**config.mk**
```make
export PLATFORM = sky130hd
export DESIGN_NAME = fp_issue_ctrl
export DESIGN_NICKNAME = d
export VERILOG_FILES = /design/src/rtl/fp_issue_ctrl_pkg.sv /design/src/rtl/fp_issue_ctrl_csr.sv /design/src/rtl/fp_issue_ctrl.sv
export SDC_FILE = /design/constraint.sdc
export NUM_CORES = 1
export LEC_CHECK = 0
export CORE_MARGIN = 2
export CORE_UTILIZATION = 41
export DETAILED_ROUTE_END_ITERATION = 6
export PLACE_DENSITY = 0.79
export SLEW_MARGIN = 15
export SYNTH_ARGS = -nofsm -noshare
export SYNTH_HDL_FRONTEND = slang
export SYNTH_SLANG_ARGS = --single-unit
```
**constraint.sdc**
```tcl
create_clock -name i_clock -period 3.02 [get_ports i_clock]
set_input_delay 0.755 -clock i_clock [delete_from_list [all_inputs] [get_ports i_clock]]
set_output_delay 0.755 -clock i_clock [all_outputs]
set_load 0.02 [all_outputs]
```
**src/rtl/fp_issue_ctrl_pkg.sv**
```systemverilog
// Shared FP constants for the issue controller: instruction encodings,
// rounding modes, CSR addresses, fflags bit positions, the controller
// state enum, and the op classifier used at the issue point.
package fp_issue_ctrl_pkg;

    // Major opcodes
    localparam logic [6:0] opcode_fp     = 7'b1010011;
    localparam logic [6:0] opcode_fmadd  = 7'b1000011;
    localparam logic [6:0] opcode_fmsub  = 7'b1000111;
    localparam logic [6:0] opcode_fnmsub = 7'b1001011;
    localparam logic [6:0] opcode_fnmadd = 7'b1001111;

    // funct5 codes under opcode_fp
    localparam logic [4:0] funct_fadd      = 5'b00000;
    localparam logic [4:0] funct_fsub      = 5'b00001;
    localparam logic [4:0] funct_fmul      = 5'b00010;
    localparam logic [4:0] funct_fdiv      = 5'b00011;
    localparam logic [4:0] funct_fsgnj     = 5'b00100;
    localparam logic [4:0] funct_fminmax   = 5'b00101;
    localparam logic [4:0] funct_fsqrt     = 5'b01011;
    localparam logic [4:0] funct_fcomp     = 5'b10100;
    localparam logic [4:0] funct_fconv_f2i = 5'b11000;
    localparam logic [4:0] funct_fconv_i2f = 5'b11010;
    localparam logic [4:0] funct_fclass    = 5'b11100;
    localparam logic [4:0] funct_fmv_i2f   = 5'b11110;

    // Rounding modes
    localparam logic [2:0] rm_rne = 3'b000;
    localparam logic [2:0] rm_rtz = 3'b001;
    localparam logic [2:0] rm_rdn = 3'b010;
    localparam logic [2:0] rm_rup = 3'b011;
    localparam logic [2:0] rm_rmm = 3'b100;
    localparam logic [2:0] rm_dyn = 3'b111;

    // CSR addresses
    localparam logic [11:0] csr_fflags = 12'h001;
    localparam logic [11:0] csr_frm    = 12'h002;
    localparam logic [11:0] csr_fcsr   = 12'h003;

    // fflags bit positions
    localparam int fflag_nx = 0;
    localparam int fflag_uf = 1;
    localparam int fflag_of = 2;
    localparam int fflag_dz = 3;
    localparam int fflag_nv = 4;

    typedef enum logic [1:0] {RUN, ITER, ILLC} issue_state_e;
    typedef enum logic [1:0] {CLS_PIPE, CLS_ITER, CLS_ILL} op_class_e;

    // Classify a decoded op. A dynamic rm is judged against the current frm,
    // so an op becomes illegal if frm holds a reserved encoding at issue.
    function automatic op_class_e classify_op(input logic [6:0] opcode,
                                              input logic [4:0] funct5,
                                              input logic [2:0] rm,
                                              input logic [2:0] frm);
        logic known, uses_rm, is_iter, rm_bad;
        known   = 1'b0;
        uses_rm = 1'b0;
        is_iter = 1'b0;
        if (opcode == opcode_fmadd || opcode == opcode_fmsub ||
            opcode == opcode_fnmsub || opcode == opcode_fnmadd) begin
            known   = 1'b1;
            uses_rm = 1'b1;
        end else if (opcode == opcode_fp) begin
            case (funct5)
                funct_fadd, funct_fsub, funct_fmul,
                funct_fconv_f2i, funct_fconv_i2f: begin
                    known   = 1'b1;
                    uses_rm = 1'b1;
                end
                funct_fdiv, funct_fsqrt: begin
                    known   = 1'b1;
                    uses_rm = 1'b1;
                    is_iter = 1'b1;
                end
                funct_fsgnj, funct_fminmax, funct_fcomp,
                funct_fclass, funct_fmv_i2f: known = 1'b1;
                default: known = 1'b0;
            endcase
        end
        rm_bad = (rm == 3'd5) || (rm == 3'd6) || ((rm == rm_dyn) && (frm >= 3'd5));
        if (!known || (uses_rm && rm_bad)) return CLS_ILL;
        if (is_iter) return CLS_ITER;
        return CLS_PIPE;
    endfunction

endpackage

```
**src/rtl/fp_issue_ctrl_csr.sv**
```systemverilog
// FP CSR file: holds fflags and frm, OR-accumulates completion flags, and
// serves fflags/frm/fcsr accesses with swap semantics (old value returned,
// new value written). The response is registered one cycle after accept.
//   i_acc                   access accepted this cycle
//   i_addr/i_wen/i_wdata    access address, write enable, write data
//   i_flag_en/i_flag_set    completion flags to OR into fflags
//   o_frm/o_fflags          current CSR state
//   o_rvalid/o_rdata/o_err  registered response; o_err for unknown address
module fp_csr
    import fp_issue_ctrl_pkg::*;
(
    input  logic        i_clock,
    input  logic        i_reset,
    input  logic        i_acc,
    input  logic [11:0] i_addr,
    input  logic        i_wen,
    input  logic [7:0]  i_wdata,
    input  logic        i_flag_en,
    input  logic [4:0]  i_flag_set,
    output logic [2:0]  o_frm,
    output logic [4:0]  o_fflags,
    output logic        o_rvalid,
    output logic [7:0]  o_rdata,
    output logic        o_err
);

    logic [4:0] r_fflags;
    logic [2:0] r_frm;
    logic       r_rvalid;
    logic [7:0] r_rdata;
    logic       r_err;

    logic       w_known;
    logic [7:0] w_old;
    logic       w_wr;

    // NOTE: every always_comb output gets a default before the case, so no
    // path leaves it unassigned and no latch is inferred.
    always_comb begin
        w_known = 1'b1;
        w_old   = 8'h00;
        case (i_addr)
            csr_fflags: w_old = {3'b000, r_fflags};
            csr_frm:    w_old = {5'b00000, r_frm};
            csr_fcsr:   w_old = {r_frm, r_fflags};
            default:    w_known = 1'b0;
        endcase
    end

    assign w_wr = i_acc && i_wen && w_known;

    // NOTE: state registers use non-blocking assignments so every flop
    // samples the pre-edge values regardless of statement order.
    always_ff @(posedge i_clock) begin
        if (i_reset) begin
            r_fflags <= 5'b0;
            r_frm    <= 3'b0;
            r_rvalid <= 1'b0;
            r_rdata  <= 8'h00;
            r_err    <= 1'b0;
        end else begin
            r_rvalid <= i_acc;
            r_rdata  <= (i_acc && w_known) ? w_old : 8'h00;
            r_err    <= i_acc && !w_known;
            // An access is only accepted with nothing in flight, so a write
            // and a flag accumulation never land in the same cycle.
            if (w_wr && (i_addr == csr_fflags)) r_fflags <= i_wdata[4:0];
            else if (w_wr && (i_addr == csr_fcsr)) r_fflags <= i_wdata[4:0];
            else if (i_flag_en) r_fflags <= r_fflags | i_flag_set;
            if (w_wr && (i_addr == csr_frm)) r_frm <= i_wdata[2:0];
            else if (w_wr && (i_addr == csr_fcsr)) r_frm <= i_wdata[7:5];
        end
    end

    assign o_frm    = r_frm;
    assign o_fflags = r_fflags;
    assign o_rvalid = r_rvalid;
    assign o_rdata  = r_rdata;
    assign o_err    = r_err;

endmodule

```
**src/rtl/fp_issue_ctrl.sv**
```systemverilog
// In-order FP issue/completion controller. Classifies each decoded op,
// resolves dynamic rounding against frm, issues to the pipelined path or the
// iterative div/sqrt unit, and returns completions in program order.
//   req_*   decoded op handshake (valid/ready, opcode, funct5, rm, tag)
//   exe_*   issue pulse / div_start with resolved rm and tag
//   pipe_flags, div_done/div_flags   completion inputs from the datapath
//   cmp_*   in-order completion pulse, tag, illegal-instruction marker
//   csr_*   CSR access handshake and registered response; frm output
module fp_issue_ctrl
    import fp_issue_ctrl_pkg::*;
#(
    parameter int PIPE_LAT = 4,
    parameter int TAG_W    = 5
) (
    input  logic             i_clock,
    input  logic             i_reset,
    input  logic             i_req_valid,
    output logic             o_req_ready,
    input  logic [6:0]       i_req_opcode,
    input  logic [4:0]       i_req_funct5,
    input  logic [2:0]       i_req_rm,
    input  logic [TAG_W-1:0] i_req_tag,
    output logic             o_exe_valid,
    output logic             o_div_start,
    output logic [2:0]       o_exe_rm,
    output logic [TAG_W-1:0] o_exe_tag,
    input  logic [4:0]       i_pipe_flags,
    input  logic             i_div_done,
    input  logic [4:0]       i_div_flags,
    output logic             o_cmp_valid,
    output logic [TAG_W-1:0] o_cmp_tag,
    output logic             o_cmp_exc,
    input  logic             i_csr_valid,
    output logic             o_csr_ready,
    input  logic [11:0]      i_csr_addr,
    input  logic             i_csr_wen,
    input  logic [7:0]       i_csr_wdata,
    output logic             o_csr_rvalid,
    output logic [7:0]       o_csr_rdata,
    output logic             o_csr_err,
    output logic [2:0]       o_frm
);

    // Every tracker stage except the last; the last stage retires this cycle.
    localparam logic [PIPE_LAT-1:0] BUSY_MASK = {PIPE_LAT{1'b1}} >> 1;

    issue_state_e     r_state, w_state_nxt;
    logic [PIPE_LAT-1:0] r_pv;
    logic [TAG_W-1:0] r_pt [PIPE_LAT];
    logic [TAG_W-1:0] r_held_tag;

    op_class_e        w_class;
    logic [2:0]       w_frm;
    logic [4:0]       w_fflags;
    logic             w_req_ready, w_accept;
    logic             w_issue_pipe, w_issue_div;
    logic             w_cmp_fsm, w_cmp_exc, w_div_flag_en;
    logic             w_pipe_out, w_pipe_busy, w_pipe_empty;
    logic             w_csr_acc;

    assign w_pipe_out   = r_pv[PIPE_LAT-1];
    assign w_pipe_busy  = |(r_pv & BUSY_MASK);
    assign w_pipe_empty = (r_pv == '0);
    assign w_class      = classify_op(i_req_opcode, i_req_funct5, i_req_rm, w_frm);

    always_comb begin
        w_state_nxt   = r_state;
        w_req_ready   = 1'b0;
        w_issue_pipe  = 1'b0;
        w_issue_div   = 1'b0;
        w_cmp_fsm     = 1'b0;
        w_cmp_exc     = 1'b0;
        w_div_flag_en = 1'b0;
        case (r_state)
            RUN: begin
                // ITER/ILL wait for older pipelined ops so completions
                // stay in program order without a collision.
                w_req_ready = !i_req_valid || (w_class == CLS_PIPE) || !w_pipe_busy;
                if (i_req_valid && w_req_ready) begin
                    case (w_class)
                        CLS_PIPE: w_issue_pipe = 1'b1;
                        CLS_ITER: begin
                            w_issue_div = 1'b1;
                            w_state_nxt = ITER;
                        end
                        default:  w_state_nxt = ILLC;
                    endcase
                end
            end
            ITER: begin
                if (i_div_done) begin
                    w_cmp_fsm     = 1'b1;
                    w_div_flag_en = 1'b1;
                    w_state_nxt   = RUN;
                end
            end
            ILLC: begin
                w_cmp_fsm   = 1'b1;
                w_cmp_exc   = 1'b1;
                w_state_nxt = RUN;
            end
            default: w_state_nxt = RUN;
        endcase
    end

    assign w_accept = i_req_valid && w_req_ready;

    always_ff @(posedge i_clock) begin
        if (i_reset) begin
            r_state <= RUN;
            r_pv    <= '0;
        end else begin
            r_state <= w_state_nxt;
            r_pv    <= (r_pv << 1) | PIPE_LAT'(w_issue_pipe);
        end
    end

    // NOTE: tag storage is left unreset; the reset valid bits and FSM state
    // decide when a tag is looked at, so reset logic on the data is waste.
    always_ff @(posedge i_clock) begin
        r_pt[0] <= i_req_tag;
        for (int i = 1; i < PIPE_LAT; i++) r_pt[i] <= r_pt[i-1];
        if (w_accept && !w_issue_pipe) r_held_tag <= i_req_tag;
    end

    assign o_req_ready = w_req_ready;
    assign o_exe_valid = w_issue_pipe;
    assign o_div_start = w_issue_div;
    assign o_exe_rm    = (w_issue_pipe || w_issue_div) ?
                         ((i_req_rm == rm_dyn) ? w_frm : i_req_rm) : 3'b000;
    assign o_exe_tag   = (w_issue_pipe || w_issue_div) ? i_req_tag : '0;

    assign o_cmp_valid = w_pipe_out || w_cmp_fsm;
    assign o_cmp_tag   = w_pipe_out ? r_pt[PIPE_LAT-1] : (w_cmp_fsm ? r_held_tag : '0);
    assign o_cmp_exc   = w_cmp_exc;

    assign o_csr_ready = (r_state == RUN) && w_pipe_empty && !w_accept;
    assign w_csr_acc   = i_csr_valid && o_csr_ready;

    fp_csr u_csr (
        .i_clock    (i_clock),
        .i_reset    (i_reset),
        .i_acc      (w_csr_acc),
        .i_addr     (i_csr_addr),
        .i_wen      (i_csr_wen),
        .i_wdata    (i_csr_wdata),
        .i_flag_en  (w_pipe_out || w_div_flag_en),
        .i_flag_set ((w_pipe_out ? i_pipe_flags : 5'b0) | (w_div_flag_en ? i_div_flags : 5'b0)),
        .o_frm      (w_frm),
        .o_fflags   (w_fflags),
        .o_rvalid   (o_csr_rvalid),
        .o_rdata    (o_csr_rdata),
        .o_err      (o_csr_err)
    );

    // fflags is observed through the CSR read port; the tap is kept for debug.
    logic w_unused_fflags;
    assign w_unused_fflags = ^w_fflags;

    assign o_frm = w_frm;

endmodule
```
## Word level (Yosys, flattened, before mapping)

Memory sizes are Yosys's and may differ from the RTL's.
Index checks and enable logic that the tools add are counted.

| storage, ports and cells | value |
|---|---|
| register bits | 29 |
| RAM bits | 20 |
| output and inout port bits | 32 |
| word-level logic and storage cells | 132 |
| memories kept | 1 |

| operators by class | value |
|---|---|
| magnitude comparators | 1 |
| equality and inequality tests | 28 |
| multiplexer cells | 45 |
| bitwise operators | 4 |
| reductions and logical operators | 45 |

Memory list:

| name | depth | width | rd ports | clocked after Yosys merged registers in | wr ports | RTL line | RTL |
|---|---|---|---|---|---|---|---|
| r_pt | 4 | 5 | 4 | 0 | 4 | fp_issue_ctrl.sv:49 | `logic [TAG_W-1:0] r_pt [PIPE_LAT];` |

Operators with widths:

| operator | count |
|---|---|
| $mux W5 | 8 |
| $eq A7 B7 Y1 const B | 5 |
| $eq A5 B5 Y1 const B | 5 |
| $eq A12 B2 Y1 const B | 2 |
| $pmux W8 S3 | 1 |
| $mux W1 | 23 |
| $logic_and A1 B1 Y1 | 15 |
| $eq A12 B1 Y1 const B | 1 |
| $mux W2 | 6 |
| $mux W3 | 4 |
| $reduce_or A12 Y1 | 1 |
| $logic_or A1 B1 Y1 | 11 |
| $eq A5 B2 Y1 const B | 2 |
| $eq A5 B3 Y1 const B | 2 |
| $or A5 B5 Y5 | 2 |
| $eq A3 B3 Y1 const B | 3 |
| $pmux W2 S2 | 2 |
| $reduce_or A7 Y1 | 1 |
| $logic_not A1 Y1 | 6 |
| $ne A2 B2 Y1 const B | 3 |
| $reduce_or A3 Y1 | 2 |
| $eq A5 B1 Y1 const B | 1 |
| $eq A5 B4 Y1 const B | 1 |
| $logic_not A5 Y1 | 1 |
| 12 further kinds | 15 |

## Longest topological paths before layout

Gate-level depths: netlist of run 1.

| logic depth | value |
|---|---|
| depth in word-level cells | 24 |
| depth in mapped cells | 7 |
| depth with buffers taken out | 6 |

## Cells and area by module

Synthesis of run 1 repeated with hierarchy kept, for this count alone.

| unflattened totals | value |
|---|---|
| cell total of the unflattened synthesis | 205 |
| area, all modules | 2087.0 µm² |

By module, submodules not included:

| module | times used | cells each | area an instance (µm²) | seq. area each (µm²) |
|---|---|---|---|---|
| fp_issue_ctrl | 1 | 124 | 1317.5 | 670.6 |
| fp_csr | 1 | 81 | 769.5 | 360.3 |

## Worst setup path after synthesis of run 1

No wires, ideal clock.

| timing | value |
|---|---|
| path kind | input port to output port |
| from | in i_req_opcode[3] |
| to | out o_req_ready |
| data arrival time | 2.428 ns |
| path slack | -0.163 ns |
| stages | 5 |
| path buffers | 0 |
| path through | or3b_1 -> a21o_2 -> nor4b_1 -> a31oi_4 -> a21boi_0 |

| between the ends | value |
|---|---|
| longest elaborated chain between the ends | 13 |
| elaborated cells on any way between the ends | 27 |
| those cells by class | 5 x eq/ne; 13 x mux; 9 x reduce/logical |

Ends and longest elaborated chain:

| element | RTL line | RTL |
|---|---|---|
| from (decl) | fp_issue_ctrl.sv:19 | `input logic [6:0] i_req_opcode,` |
| $eq A7 B7 Y1 | fp_issue_ctrl_pkg.sv:60 | `if (opcode == opcode_fmadd \|\| opcode == opcode_fmsub \|\|` |
| $logic_or A1 B1 Y1 (2 in series) | fp_issue_ctrl_pkg.sv:60 |  |
| $logic_or A1 B1 Y1 | fp_issue_ctrl_pkg.sv:61 | `opcode == opcode_fnmsub \|\| opcode == opcode_fnmadd) begin` |
| $mux W1 | fp_issue_ctrl_pkg.sv:60 |  |
| $mux W1, or another cell as far along | fp_issue_ctrl_pkg.sv:83 | `if (is_iter) return CLS_ITER;` |
| $mux W1 or $logic_or A1 B1 Y1 (tied branches) | fp_issue_ctrl_pkg.sv:83, fp_issue_ctrl_pkg.sv:82 |  |
| $mux W2 or $mux W1 (tied branches) | fp_issue_ctrl_pkg.sv:84, fp_issue_ctrl_pkg.sv:82 |  |
| $mux W2 (*) | fp_issue_ctrl_pkg.sv:83 |  |
| $logic_not A2 Y1 (*) | fp_issue_ctrl.sv:78 | `w_req_ready = !i_req_valid \|\| (w_class == CLS_PIPE) \|\| !w_pipe_busy;` |
| $logic_or A1 B1 Y1 (*) (2 in series) | fp_issue_ctrl.sv:78 |  |
| $mux W1 (*) | fp_issue_ctrl.sv:74 | `case (r_state)` |
| to (decl) | fp_issue_ctrl.sv:18 | `output logic o_req_ready,` |

Every way passes the cells marked *; elsewhere a longest branch is shown, timed or not. The select of a mux whose other input is x is not followed.

## Final worst setup path of run 1

| timing | value |
|---|---|
| from | in i_req_opcode[2] |
| to | out o_exe_rm[1] |

| between the ends | value |
|---|---|
| longest elaborated chain between the ends | 17 |
| elaborated cells on any way between the ends | 36 |
| those cells by class | 6 x eq/ne; 19 x mux; 11 x reduce/logical |

Ends and longest elaborated chain:

| element | RTL line | RTL |
|---|---|---|
| $eq A7 B7 Y1 | fp_issue_ctrl_pkg.sv:60 |  |
| $logic_or A1 B1 Y1 (2 in series) | fp_issue_ctrl_pkg.sv:60 |  |
| $logic_or A1 B1 Y1 | fp_issue_ctrl_pkg.sv:61 |  |
| $mux W1 | fp_issue_ctrl_pkg.sv:60 |  |
| $mux W1, or another cell as far along | fp_issue_ctrl_pkg.sv:83 |  |
| $mux W1 or $logic_or A1 B1 Y1 (tied branches) | fp_issue_ctrl_pkg.sv:83, fp_issue_ctrl_pkg.sv:82 |  |
| $mux W2 or $mux W1 (tied branches) | fp_issue_ctrl_pkg.sv:84, fp_issue_ctrl_pkg.sv:82 |  |
| $mux W2 (*) | fp_issue_ctrl_pkg.sv:83 |  |
| $logic_not A2 Y1 | fp_issue_ctrl.sv:78, fp_issue_ctrl.sv:80 |  |
| $logic_or A1 B1 Y1 (2 in series) | fp_issue_ctrl.sv:78 |  |
| $logic_and A1 B1 Y1 | fp_issue_ctrl.sv:79 | `if (i_req_valid && w_req_ready) begin` |
| $mux W1 | fp_issue_ctrl.sv:79 |  |
| $mux W1 | fp_issue_ctrl.sv:74 |  |
| $logic_or A1 B1 Y1 (*) | fp_issue_ctrl.sv:129 | `assign o_exe_rm = (w_issue_pipe \|\| w_issue_div) ?` |
| $mux W3 (*) | fp_issue_ctrl.sv:129 |  |
| to (decl) | fp_issue_ctrl.sv:25 | `output logic [2:0] o_exe_rm,` |

Marked as above.

==> summary.md, run 1 <==
| Metric | Value |
|---|---|
| FILL cells | `around 320` |
| CTS tree | `done` |
| CTS sink cnt | `between 40 and 50` |
| Via density | `5.12` |
| DP Cell Count | `356` |
| Port buffer count | `87` |
| Fin crit share | `1.07` |
| DRC violation count after routing | `0` |
| Min-delay worst type | `flop to flop` |
| Die area | `about 0.0054 sq mm` |
| Logic pwr share | `0.144` |
| Outcome | `finished with violations` |
| ANT cells | `0` |
| Max H-tree Level | `2` |
| Mapped Cells | `just under 200` |
| Root Buffer | `clkbuf_8` |
| Die H | `about 73 um` |
| P per Cell Area | `388 mW/mm^2` |
| CP max stage delay | `0.45 ns` |
| Setup Crit Path Kind | `primary input to output pin` |
| Worst setup margin | `-0.199 ns` |
| GR met3 Demand/Resource | `0.0483` |
| Busiest grt layer | `met2` |
| Family with the most delay on the worst path | `simple AND/OR/NAND/NOR gates` |
| Iteration count of the initial detailed-routing pass | `4` |
| Crit path launch type | `primary input` |
| Internal power | `between 0.001 and 0.0015 W` |
| Final instance area | `roughly 0.0035 sq mm` |
| Cell mode on critical path | `buf_6` |
| Final wirelength | `around 5700 um` |
| Ys async rst share | `0` |
| Critical Path AT | `about 2.5 ns` |
| Synthesized cell area | `about 0.0020 sq mm` |
| CP max FO | `7` |
| Clock transition at the registers of the reported paths | `about 0.09 ns` |
| Iter 0 DRT Violations | `77` |
| Cell area after placement | `~0.0032 sq mm` |
| Fin cells | `372` |
| Clk_lat worst skew | `roughly 0.3 ns` |
| Clock Skews | `0.0104 ns` |
| Top-area cell type share of the netlist area | `0.448` |
| Ports | `88` |
| Syn_area_per_cell | `roughly 9.9 sq um` |
| Power Total | `roughly 0.0013 W` |
| Main flop type after synthesis | `dfxtp_1` |
| Global-route wire length before repair | `8920 um` |
| HPWL Detailed | `4160 um` |
| DR WL/cell | `15.4 um` |
| Yosys warnings | `0` |
| Total global-route track usage | `0.223` |
| Final net count | `around 380` |
| VDD IR max | `between 0.2 and 0.25 mV` |
| Starting Density | `0.421` |
| GR Util met2 | `0.390` |
| CTS Buf Count | `5` |
| Post-route minimum period | `about 3.2 ns` |
| Grt met1 use | `0.269` |
| DR vias | `1905` |
| Crit-path cells | `buf_6 -> or3b_4 -> or4_4 -> buf_6 -> a31oi_4 -> buf_12 -> a21oi_4 -> buf_6` |
| Slew @ Worst Pin | `between 0.5 and 0.6 ns` |
| Count of different cell masters after synthesis | `a little over 40` |
| GP Congestion | `0.837` |
| Register area share after synthesis | `0.525` |
| Post-CTS Hold Buffers | `0` |
| Syn Nets | `257` |
| Most frequent cell after synthesis | `dfxtp_1` |
| Initial antenna violation count | `0` |
| Row cnt | `25` |
| Fin. Hold Viols | `0` |
| CP max stage cell | `or4_4` |
| Worst Path Required | `~2.3 ns` |
| Share of cells above drive strength 1 | `0.267` |
| Post-synth EDFFs | `5` |
| Worst path bufs/invs | `4` |
| Post-layout util | `0.742` |
| P_leak | `~1.4 nW` |
| Setup-failing EPs final | `11` |
| Total congestion overflow | `0` |
| Failing checks | `setup timing` |
| Clock share of power | `0.346` |
| Largest net degree at the start of global routing | `17` |
| Peak Freq | `311 MHz` |
| Switching part of the total power | `0.226` |
| Core area | `around 0.0047 sq mm` |
| Psw | `between 0.0003 and 0.0004 W` |
| Sequential group share of total power | `0.510` |
| RSZ-0062 raised after global routing | `yes` |
| Routed Antenna Nets | `0` |
| Leading area contributor after synthesis | `dfxtp_1` |
| Slew Limit Fails | `0` |
| Setup TNS | `-1.99 ns` |
| Max-cap viol count | `0` |
| Die X-Extent | `roughly 73 um` |
| Slew margin rel. | `0.608` |
| Post-synthesis register bit count | `between 40 and 50` |
| Vias in the first global route | `1930` |
| Layout area overhead | `76.1%` |
| Most frequent cells after synthesis | `dfxtp_1 (44), nor2_1 (27), nand2_1 (18), a21oi_1 (15), mux2i_1 (8)` |
| CP endpoint kind | `output pin` |
| CTS Buffer Depth | `2` |
| Top post-synthesis cells by area | `dfxtp_1 (45%), edfxtp_1 (7.6%), nor2_1 (5.2%), mux2i_1 (4.1%), a21oi_1 (3.8%)` |
-- cell families (layout without fill, tap and decap cells) --
kind of cell             after synthesis  in the layout  synth area share
AO/OA/AOI/OAI                         41             41             0.153
flip-flops                            49             49             0.525
AND/OR/NAND/NOR                       81             81             0.213
multiplexers                          12             12            0.0637
buffers and inverters                 12            132            0.0268
adder cells (fa/ha/maj)                3              3            0.0191
-- per-layer routing --
layer	part of all wire	routed length [um]
met5	0	0
met4	0.0085	49
met3	0.040	230
met2	0.53	3020
met1	0.42	2430
-- placed cells by master, fill, tap and decap left out, types with 3 or more instances in the layout --
master	netlist	routed
a21oi_1	15	6
a21oi_4	0	9
a221o_1	5	5
a22o_1	5	5
a31oi_1	3	3
and2_1	3	3
and3_1	4	4
buf_12	0	5
buf_2	0	4
buf_4	0	25
buf_6	1	14
clkbuf_8	0	5
clkdlybuf4s50_1	0	58
dfxtp_1	44	44
dlygate4sd2_1	0	8
dlymetal6s2s_1	0	3
edfxtp_1	5	5
ha_1	3	3
inv_1	5	5
mux2_2	4	3
mux2i_1	8	8
nand2_1	18	17
nand4_1	3	3
nor2_1	27	25
nor2b_1	4	4
nor3_1	5	5
o211ai_1	3	3
or3_1	3	3
-- layout make-up --
cell class	instances	area [sq um]	area share
multi-input cells	137	1050	0.305
clock buffers	5	68.8	0.0199
repair buffers	119	1170	0.339
clock inverters	3	46.3	0.0134
well taps	54	67.6	0.0195
inverters	5	18.8	0.00542
flip-flops and latches	49	1030	0.298
-- state kept, by name, indices dropped and copies added (netlist names) --
name and flops:
r_pv 4, u_csr.o_fflags 5, u_csr.o_err 1, u_csr.o_frm 3, u_csr.o_rdata 8, r_state 2, r_pt 20, u_csr.o_rvalid 1
r_held_tag 5
-- power by group through the flow --
stage	clock, W	sequential [W]	combinational, W
2_1_floorplan	0	0.000699	0.0000598
3_3_place_gp	0	0.000698	0.000182
3_5_place_dp	0	0.000700	0.000185
4_1_cts	0.000469	0.000685	0.000188
5_1_grt	0.000503	0.000687	0.000206
6_report	0.000464	0.000684	0.000194
-- per-stage QoR --
stage          hold WS (ns)  worst slack, ns
4_1_cts               0.327           -0.211
3_3_place_gp          0.310            -1.00
2_1_floorplan         0.310          -0.0384
5_1_grt               0.336           -0.240
3_5_place_dp          0.312            -1.02
6_report              0.327           -0.199
-- final timing paths --
kind	from	endpoint	slack (ns)	depth (start not counted)
worst min register to register	r_pt[0][4]$_DFF_P_	r_pt[1][4]$_DFF_P_	0.33	0
worst max register to register	u_csr.o_frm[0]$_SDFFE_PP0P_	r_held_tag[2]$_DFFE_PP_	1.01	7
worst max-delay path	i_req_opcode[2]	o_exe_rm[1]	-0.20	8
worst min-delay path	r_pt[0][4]$_DFF_P_	r_pt[1][4]$_DFF_P_	0.33	0
-- what timing repair did --
item	CTS	global route
resized for setup	100	19
pin swaps	8	9
endpoints found under the setup margin	17	17
setup buffers	7	1
hold endpoints to repair	0	0
No activity file was read; power rests on OpenSTA's default activity.
==> run 2: changes to the inputs <==
--- a/config.mk
+++ b/config.mk
@@ -9,7 +9,6 @@
 export CORE_UTILIZATION = 41
 export DETAILED_ROUTE_END_ITERATION = 6
 export PLACE_DENSITY = 0.79
-export SLEW_MARGIN = 15
 export SYNTH_ARGS = -nofsm -noshare
 export SYNTH_HDL_FRONTEND = slang
 export SYNTH_SLANG_ARGS = --single-unit
==> results of run 2 <==
The final DEF is identical to that of run 1; final timing and power are the same.
